**src/rtl/vend_pkg.sv**
```systemverilog
// Shared coin-path types used by the coin acceptor and the vend FSM.
package vend_pkg;

  typedef enum logic [1:0] {
    NC  = 2'b00,
    Y05 = 2'b01,
    Y1  = 2'b10
  } coin_t;

  typedef enum logic [1:0] {
    IDLE     = 2'b00,
    DEBOUNCE = 2'b01,
    EMIT     = 2'b10,
    RELEASE  = 2'b11
  } acc_state_t;

  localparam logic [1:0] PAT_NONE = 2'b00;
  localparam logic [1:0] PAT_05   = 2'b01;
  localparam logic [1:0] PAT_10   = 2'b10;

endpackage

```
**src/rtl/vend_sync.sv**
```systemverilog
// N-stage flop synchroniser for one asynchronous sensor line.
module vend_sync #(
  parameter int STAGES = 2
) (
  input  logic clk,
  input  logic rst_,
  input  logic din,
  output logic dout
);

  logic [STAGES-1:0] q;

  always_ff @(posedge clk) begin
    if (!rst_) q <= '0;
    else       q <= {q[STAGES-2:0], din};
  end

  assign dout = q[STAGES-1];

endmodule

```
**src/rtl/coin_acceptor.sv**
```systemverilog
// Coin slot front end: synchronise, debounce and turn each insertion into one pulse+coin credit.
// Build option COIN_REJECT_EN adds the reject strobe for inserts seen on both channels at once.
//
// state    | meaning
// IDLE     | slot empty, waiting for a non-zero sensor pattern
// DEBOUNCE | counting consecutive identical non-zero samples
// EMIT     | one-cycle credit (or reject) strobe
// RELEASE  | waiting for DEB_CYCLES consecutive empty samples
module coin_acceptor
  import vend_pkg::*;
#(
  parameter int SYNC_STAGES = 2,
  parameter int DEB_CYCLES  = 16
) (
  input  logic  clk,
  input  logic  rst_,
  input  logic  coin05_raw,
  input  logic  coin10_raw,
  output logic  pulse,
  output coin_t coin
`ifdef COIN_REJECT_EN
  ,
  output logic  reject
`endif
);

  localparam int CNT_W = $clog2(DEB_CYCLES + 1);
  localparam logic [CNT_W-1:0] CNT_LAST = CNT_W'(DEB_CYCLES - 1);
  localparam logic [CNT_W-1:0] CNT_MAX  = CNT_W'(DEB_CYCLES);
  localparam logic [CNT_W-1:0] CNT_ONE  = CNT_W'(1);

  logic sync05;
  logic sync10;
  logic [1:0] pat;
  logic [1:0] cap;
  logic [CNT_W-1:0] cnt;
  acc_state_t state;

  vend_sync #(.STAGES(SYNC_STAGES)) u_sync05 (
    .clk  (clk),
    .rst_ (rst_),
    .din  (coin05_raw),
    .dout (sync05)
  );

  vend_sync #(.STAGES(SYNC_STAGES)) u_sync10 (
    .clk  (clk),
    .rst_ (rst_),
    .din  (coin10_raw),
    .dout (sync10)
  );

  assign pat = {sync10, sync05};

  function automatic logic [CNT_W-1:0] sat_inc(input logic [CNT_W-1:0] c);
    return (c >= CNT_MAX) ? CNT_MAX : c + CNT_ONE;
  endfunction

  // Strobes are set on the transition into EMIT so they coincide with the EMIT cycle.
  always_ff @(posedge clk) begin
    if (!rst_) begin
      state  <= RELEASE;
      cnt    <= '0;
      cap    <= PAT_NONE;
      pulse  <= 1'b0;
      coin   <= NC;
`ifdef COIN_REJECT_EN
      reject <= 1'b0;
`endif
    end else begin
      pulse  <= 1'b0;
      coin   <= NC;
`ifdef COIN_REJECT_EN
      reject <= 1'b0;
`endif
      case (state)
        IDLE: begin
          if (pat != PAT_NONE) begin
            cap   <= pat;
            cnt   <= CNT_ONE;
            state <= DEBOUNCE;
          end
        end
        DEBOUNCE: begin
          if (pat == PAT_NONE) begin
            cnt   <= '0;
            state <= IDLE;
          end else if (pat != cap) begin
            cap <= pat;
            cnt <= CNT_ONE;
          end else if (cnt >= CNT_LAST) begin
            cnt   <= '0;
            state <= EMIT;
            case (cap)
              PAT_05: begin
                pulse <= 1'b1;
                coin  <= Y05;
              end
              PAT_10: begin
                pulse <= 1'b1;
                coin  <= Y1;
              end
              default: begin
`ifdef COIN_REJECT_EN
                reject <= 1'b1;
`endif
              end
            endcase
          end else begin
            cnt <= sat_inc(cnt);
          end
        end
        EMIT: begin
          cnt   <= '0;
          state <= RELEASE;
        end
        RELEASE: begin
          if (pat != PAT_NONE) begin
            cnt <= '0;
          end else if (cnt >= CNT_LAST) begin
            cnt   <= '0;
            state <= IDLE;
          end else begin
            cnt <= sat_inc(cnt);
          end
        end
        default: begin
          cnt   <= '0;
          state <= RELEASE;
        end
      endcase
    end
  end

endmodule
```
**config.mk**
```make
export PLATFORM = sky130hd
export DESIGN_NAME = coin_acceptor
export DESIGN_NICKNAME = d
export VERILOG_FILES = /design/src/rtl/vend_pkg.sv /design/src/rtl/vend_sync.sv /design/src/rtl/coin_acceptor.sv
export SDC_FILE = /design/constraint.sdc
export NUM_CORES = 1
export LEC_CHECK = 0
export CORE_MARGIN = 1
export CORE_UTILIZATION = 45
export CTS_CLUSTER_DIAMETER = 50
export DETAILED_ROUTE_END_ITERATION = 10
export PLACE_DENSITY = 0.68
export SETUP_SLACK_MARGIN = 0.3
export SLEW_MARGIN = 0
export SYNTH_ARGS = -nofsm -noshare
export SYNTH_HDL_FRONTEND = slang
export SYNTH_SLANG_ARGS = --single-unit
```
**constraint.sdc**
```tcl
create_clock -name clk -period 2.1 [get_ports clk]
set_input_delay 0.63 -clock clk [delete_from_list [all_inputs] [get_ports clk]]
set_output_delay 0.63 -clock clk [all_outputs]
set_load 0.02 [all_outputs]
```
==> metrics.yaml <==
outcome:
  status: "complete, no violations"
yosys:
  ys_ff_latch: 16
  yosysSeqAreaShare_pct: 43.2
  synth_nets: 92
  ys_types: 27
  netlist.top_cell.by_area: "dfxtp_1"
  ys.flop_type: "dfxtp_1"
  netlist_instances: 83
  syn_area_per_cell_um2: 8.94
  yosysTopAreaCellShare_pct: 43.2
  syn_area_um2: 742
  async_reset_ff_share_pct: 0
  synth_common_cells: "dfxtp_1 (16), inv_1 (10), and2_1 (7)"
  synthTopCellsByArea: "dfxtp_1 (43%), ha_1 (8.4%), and2_1 (5.9%), inv_1 (5.1%), o21ai_0 (4.0%)"
  synth_edf_count: 0
  yosysMostFrequentCell: "dfxtp_1"
  yosys_warnings: 0
job:
  cap_violations: 0
worst_setup_path:
  cp_slowest_cell: "dfxtp_2"
  worst_ep_arrival_time_ns: 1.91
  start_kind: "register"
  cpPeakStageDelay_ns: 0.35
  cp.depth: 7
  critPathRequiredTime_ns: 2.30
  crit_fanout: 5
  regToRegSetupSlack_ns: 0.39
  crit_chain: "ha_2 > and3_1 > ha_1 > nor2_2 > and2_4 > nand4_1 > o32ai_1"
  cpLargestDelayFamily: "simple AND/OR/NAND/NOR gates"
  endpoint_kind: "register"
  critPathBufInv: 0
  reg2regPathDepth: 7
  crit_type: "reg -> reg"
routing:
  via_per_inst: 5.50
  ant_nets: 0
  drtPass1Iterations: 4
  via_count: 616
  drt_wl_total_mm: 1.29
  drc: 0
  drt_iter0_markers: 7
  wire_per_inst_um: 11.5
pwr:
  power.density_nw_per_um2: 628
  peakVddDrop_mv: 0.495
  finalPower_uw: 557
  leakage_nw: 0.384
floorplan:
  design.die.area_um2: 1820
  fp.dieW_um: 42.6
  die_height_um: 42.6
  num_rows: 14
  io_pins: 7
  core_area_um2: 1520
  start_util_pct: 48.7
placement:
  dp.cells: 105
  place_area_um2: 822
  portBuffers: 6
  place_hpwl_um: 932
  gp_congestion: 0.808
timing:
  fin_crit_sh_pct: 81.2
  final-hold-violation-count: 0
  max_freq_ghz: 0.586
  worst_pin_slew_ns: 0.432
  setup_viol: 0
  min_period_ns: 1.71
  slew_headroom_pct: 71.2
  drv_slew: 0
  finClkSkew_ns: 0.00457
  setup_tns_ns: 0
  rsz0062_at_grt: "true"
finish:
  fin_cells: 112
  area_delta_synth_final_pct: 19.6
  final_core_util_pct: 58.2
  final_area_um2: 887
  drive_above_1_share_pct: 16.7
  diodes: 0
  fin_nets: 106
grt:
  grt_max_degree: 12
  antenna_found_initial: 0
  grt_pass1_wl_mm: 2.13
  grt_overflow: 0
  grtUsageTotal_pct: 16.6
  grt_pass1_vias: 544
min_path:
  min_path_type: "reg -> reg"
  hold_depth: 1
clock_network:
  cts-root-buf: "clkbuf_4"
  clock_tree.buffer_depth: 2
  cts.clk_slew.worst_paths_ns: 0.09
  numCtsBuffers: 3
  htreeDepth: 1
  clk_latency_ns: 0.29
  cts_sinks: 16
  cts_tree: "yes"
-- report_power, final --
group	total [mW]	internal, mW	switching [mW]
clock network	0.199	0.106	0.0933
logic	0.0386	0.0204	0.0182
registers	0.319	0.312	0.00753
total	0.557	0.438	0.119
-- final cells by class --
| type | count | area (µm²) |
|---|---|---|
| repair buffers | 11 | 93.8 |
| fillers | 143 | 637 |
| clock buffers | 4 | 36.3 |
| inverters | 10 | 37.5 |
| well taps | 16 | 20.0 |
| multi-input cells | 55 | 377 |
| flip-flops and latches | 16 | 323 |
-- final timing paths --
check	from	end
setup / recovery	cnt[1]	cnt[2]
hold / removal	u_sync05.q[0]	u_sync05.q[1]
setup reg to reg	cnt[1]	cnt[2]
hold reg to reg	u_sync05.q[0]	u_sync05.q[1]
-- stage by stage --
stage	hold slack [ns]	setup slack, ns
2_1_floorplan	0.412	0.547
3_3_place_gp	0.418	0.327
3_5_place_dp	0.421	0.288
4_1_cts	0.442	0.330
5_1_grt	0.474	0.280
6_report	0.439	0.394
-- registers in the layout (all words and copies together), names as in the netlist, named ones only --
name and cells:
pulse 1, u_sync10.q 2, u_sync05.q 2, cnt 5, coin 2, cap 2
state 1
-- metal layers --
layer / routed length [µm] / vias up / GRT usage (%)
met4: 23 / 0 / 10.6
met5: 0 / - / 0
met1: 588 / 282 / 17.9
li1: - / 317 / -
met3: 75 / 4 / 8.62
met2: 605 / 13 / 25.2
-- cells by family after synthesis --
logic type,Yosys count,share of synthesized area (%)
flip-flops,16,43.2
AO/OA/AOI/OAI,18,16.4
adder cells (fa/ha/maj),5,8.43
XOR/XNOR,2,2.36
AND/OR/NAND/NOR,30,22.6
buffers and inverters,12,7.08
-- what timing repair did --
item | in CTS | in global routing
buffers inserted | 0 | 3
resized for setup | 3 | 6
endpoints found under the setup margin | 3 | 4
hold buffers | 0 | 0
pin swaps | 0 | 3
cloned | 0 | 0
-- layout by cell type, fill, tap and decap left out, drive strengths merged --
| cell type | instances |
|---|---|
| dlygate4sd2 | 3 |
| nand4 | 3 |
| and4bb | 1 |
| buf | 5 |
| xnor2 | 2 |
| and2 | 7 |
| nor2 | 3 |
| a22oi | 1 |
| nor3 | 1 |
| nand2 | 6 |
| a21o | 1 |
| clkbuf | 4 |
| dfxtp | 16 |
| a32oi | 1 |
| nor4 | 2 |
| o221ai | 1 |
| o21ai | 7 |
| nor2b | 1 |
| and3 | 4 |
| a21oi | 1 |
| o32ai | 1 |
| ha | 5 |
| inv | 10 |
| clkdlybuf4s50 | 3 |
| a41oi | 1 |
| a31oi | 3 |
| a221oi | 1 |
| nand3 | 2 |
(Power assumes the default switching activity.)
==> RTL edit, RTL diff (same flow settings) <==
Register the output `coin` once more; this adds one clock of latency there. The other outputs are not delayed to match.
--- a/src/rtl/coin_acceptor.sv
+++ b/src/rtl/coin_acceptor.sv
@@ -29,4 +29,6 @@
   localparam logic [CNT_W-1:0] CNT_MAX  = CNT_W'(DEB_CYCLES);
   localparam logic [CNT_W-1:0] CNT_ONE  = CNT_W'(1);
+
+  coin_t coin_s0;
 
   logic sync05;
@@ -64,5 +66,5 @@
       cap    <= PAT_NONE;
       pulse  <= 1'b0;
-      coin   <= NC;
+      coin_s0 <= NC;
 `ifdef COIN_REJECT_EN
       reject <= 1'b0;
@@ -70,5 +72,5 @@
     end else begin
       pulse  <= 1'b0;
-      coin   <= NC;
+      coin_s0 <= NC;
 `ifdef COIN_REJECT_EN
       reject <= 1'b0;
@@ -95,9 +97,9 @@
               PAT_05: begin
                 pulse <= 1'b1;
-                coin  <= Y05;
+                coin_s0 <= Y05;
               end
               PAT_10: begin
                 pulse <= 1'b1;
-                coin  <= Y1;
+                coin_s0 <= Y1;
               end
               default: begin
@@ -133,3 +135,7 @@
   end
 
+  always_ff @(posedge clk) begin
+    coin <= coin_s0;
+  end
+
 endmodule
Formal check against the unedited RTL: same outputs for any inputs over 10 cycles, from zero or initial values and one cycle with rst_ low; that may be too few to reach the edited logic, so the function may still have changed.
==> RTL edit against the original RTL <==
Total power rose by 5.8%. Critical path depth did not move. Sequential cell count rose by 2. Cell area rose by 17%. Sequential share of layout area fell by 0.80 points. Area after synthesis rose by 9.9%. Non-clock buffer count rose by 1. Hold slack got worse by 110 ps. Maximum frequency fell by 11%. Wire length rose by 18%. Cell count rose by 13%. Utilization rose by 2.3 points. Worst setup slack got worse by 210 ps. Largest cell class unchanged.
==> RTL edit: results (changes against the original RTL) <==
| Metric | Value |
|---|---|
| Outcome | finished, final reports clean |
| Fill cells | 153 (+7.0%) |
| Post-synthesis sequential area ratio | 0.442 (+0.0100) |
| Crit-path max FO | 4 (-1) |
| Synth top cells by count | 18 x dfxtp_1, 9 x inv_1, 7 x and2_1, 7 x o21ai_0, 5 x ha_1 |
| Synth Area in XOR/XNOR | 0.0215 (-0.00214) |
| Total GRT Usage | 0.171 (+0.00510) |
| Layout cells sized above 1 | 0.235 (+0.0686) |
| Leakage power | 0.409 nW (+6.4%) |
| Slew margin rel. | 0.727 (+0.0156) |
| Routability cong. | 0.843 (+4.3%) |
| Slowest-stage cell, CP | or3_4 |
| Final HPWL DP | 1050 um (+12%) |
| DR vias | 665 (+8.0%) |
| Final net count | 112 (+5.7%) |
| Max rail drop VDD | 420 uV (-15%) |
| Wire length on met2 | 710 um (+17%) |
| Clk_skew | 17.0 ps (+12.5 ps) |
| Synth Net Count | 97 (+5.4%) |
| Post-synthesis compound-gate area fraction | 0.161 (-0.00253) |
| Crit share post-route | 0.911 (+0.0984) |
| Met3 WL | 40 um (-47%) |
| Dominant cells by area after synthesis | dfxtp_1 44%, ha_1 7.7%, and2_1 5.4% |
| Drt first-iter violations | 10 (+3) |
| Reg2reg setup slack | 190 ps (-210 ps) |
| DRT met1 WL | 715 um (+22%) |
[RTL edit: power breakdown]
part           switching [W]  total [W]  internal (W)
clock               0.000108   0.000182     0.0000740
combinational      0.0000236  0.0000506     0.0000270
sequential        0.00000763   0.000357      0.000349
[RTL edit: stage by stage]
step                      cells  hold slack, ps  instance area, um^2
after floorplan              88             310                  851
after global placement      118             311                  942
after detailed placement    118             314                  942
after CTS                   127             336                 1020
after global routing        127             343                 1030
final                       127             333                 1030
[RTL edit: worst paths after layout]
| kind | cells past startpoint | startpoint | to |
|---|---|---|---|
| setup / recovery | 7 | cnt[1] | cnt[1] |
| hold / removal | 0 | coin_s0[1] | coin[1] |
| setup reg to reg | 7 | cnt[1] | cnt[1] |
| hold reg to reg | 0 | coin_s0[1] | coin[1] |
[RTL edit: cell type report]
class                           count  area (um^2)  area share
Clock buffer                        4         26.3      0.0254
Inverter                            9         33.8      0.0327
Multi-Input combinational cell     59          473       0.458
Sequential cell                    18          368       0.356
Tap cell                           25         31.3      0.0303
Timing Repair Buffer               12          101      0.0981
[RTL edit: what timing repair did]
action | CTS | global route
setup endpoints to repair | 10 | 9
pin swaps | 5 | 2
endpoints found under the hold margin | 0 | 0
gates resized for setup | 7 | 4
buffers inserted | 5 | 0
[RTL edit: kinds of logic after synthesis]
group / count (synthesis)
AND/OR/NAND/NOR: 32
AO/OA/AOI/OAI: 20
flip-flops: 18
buffers and inverters: 11
adder cells (fa/ha/maj): 5
XOR/XNOR: 2
[RTL edit: routing by layer]
layer | track usage | vias up
li1 | - | 336
met2 | 0.262 | 15
met1 | 0.204 | 306
met3 | 0.0327 | 8
met5 | 0 | -
met4 | 0.145 | 0
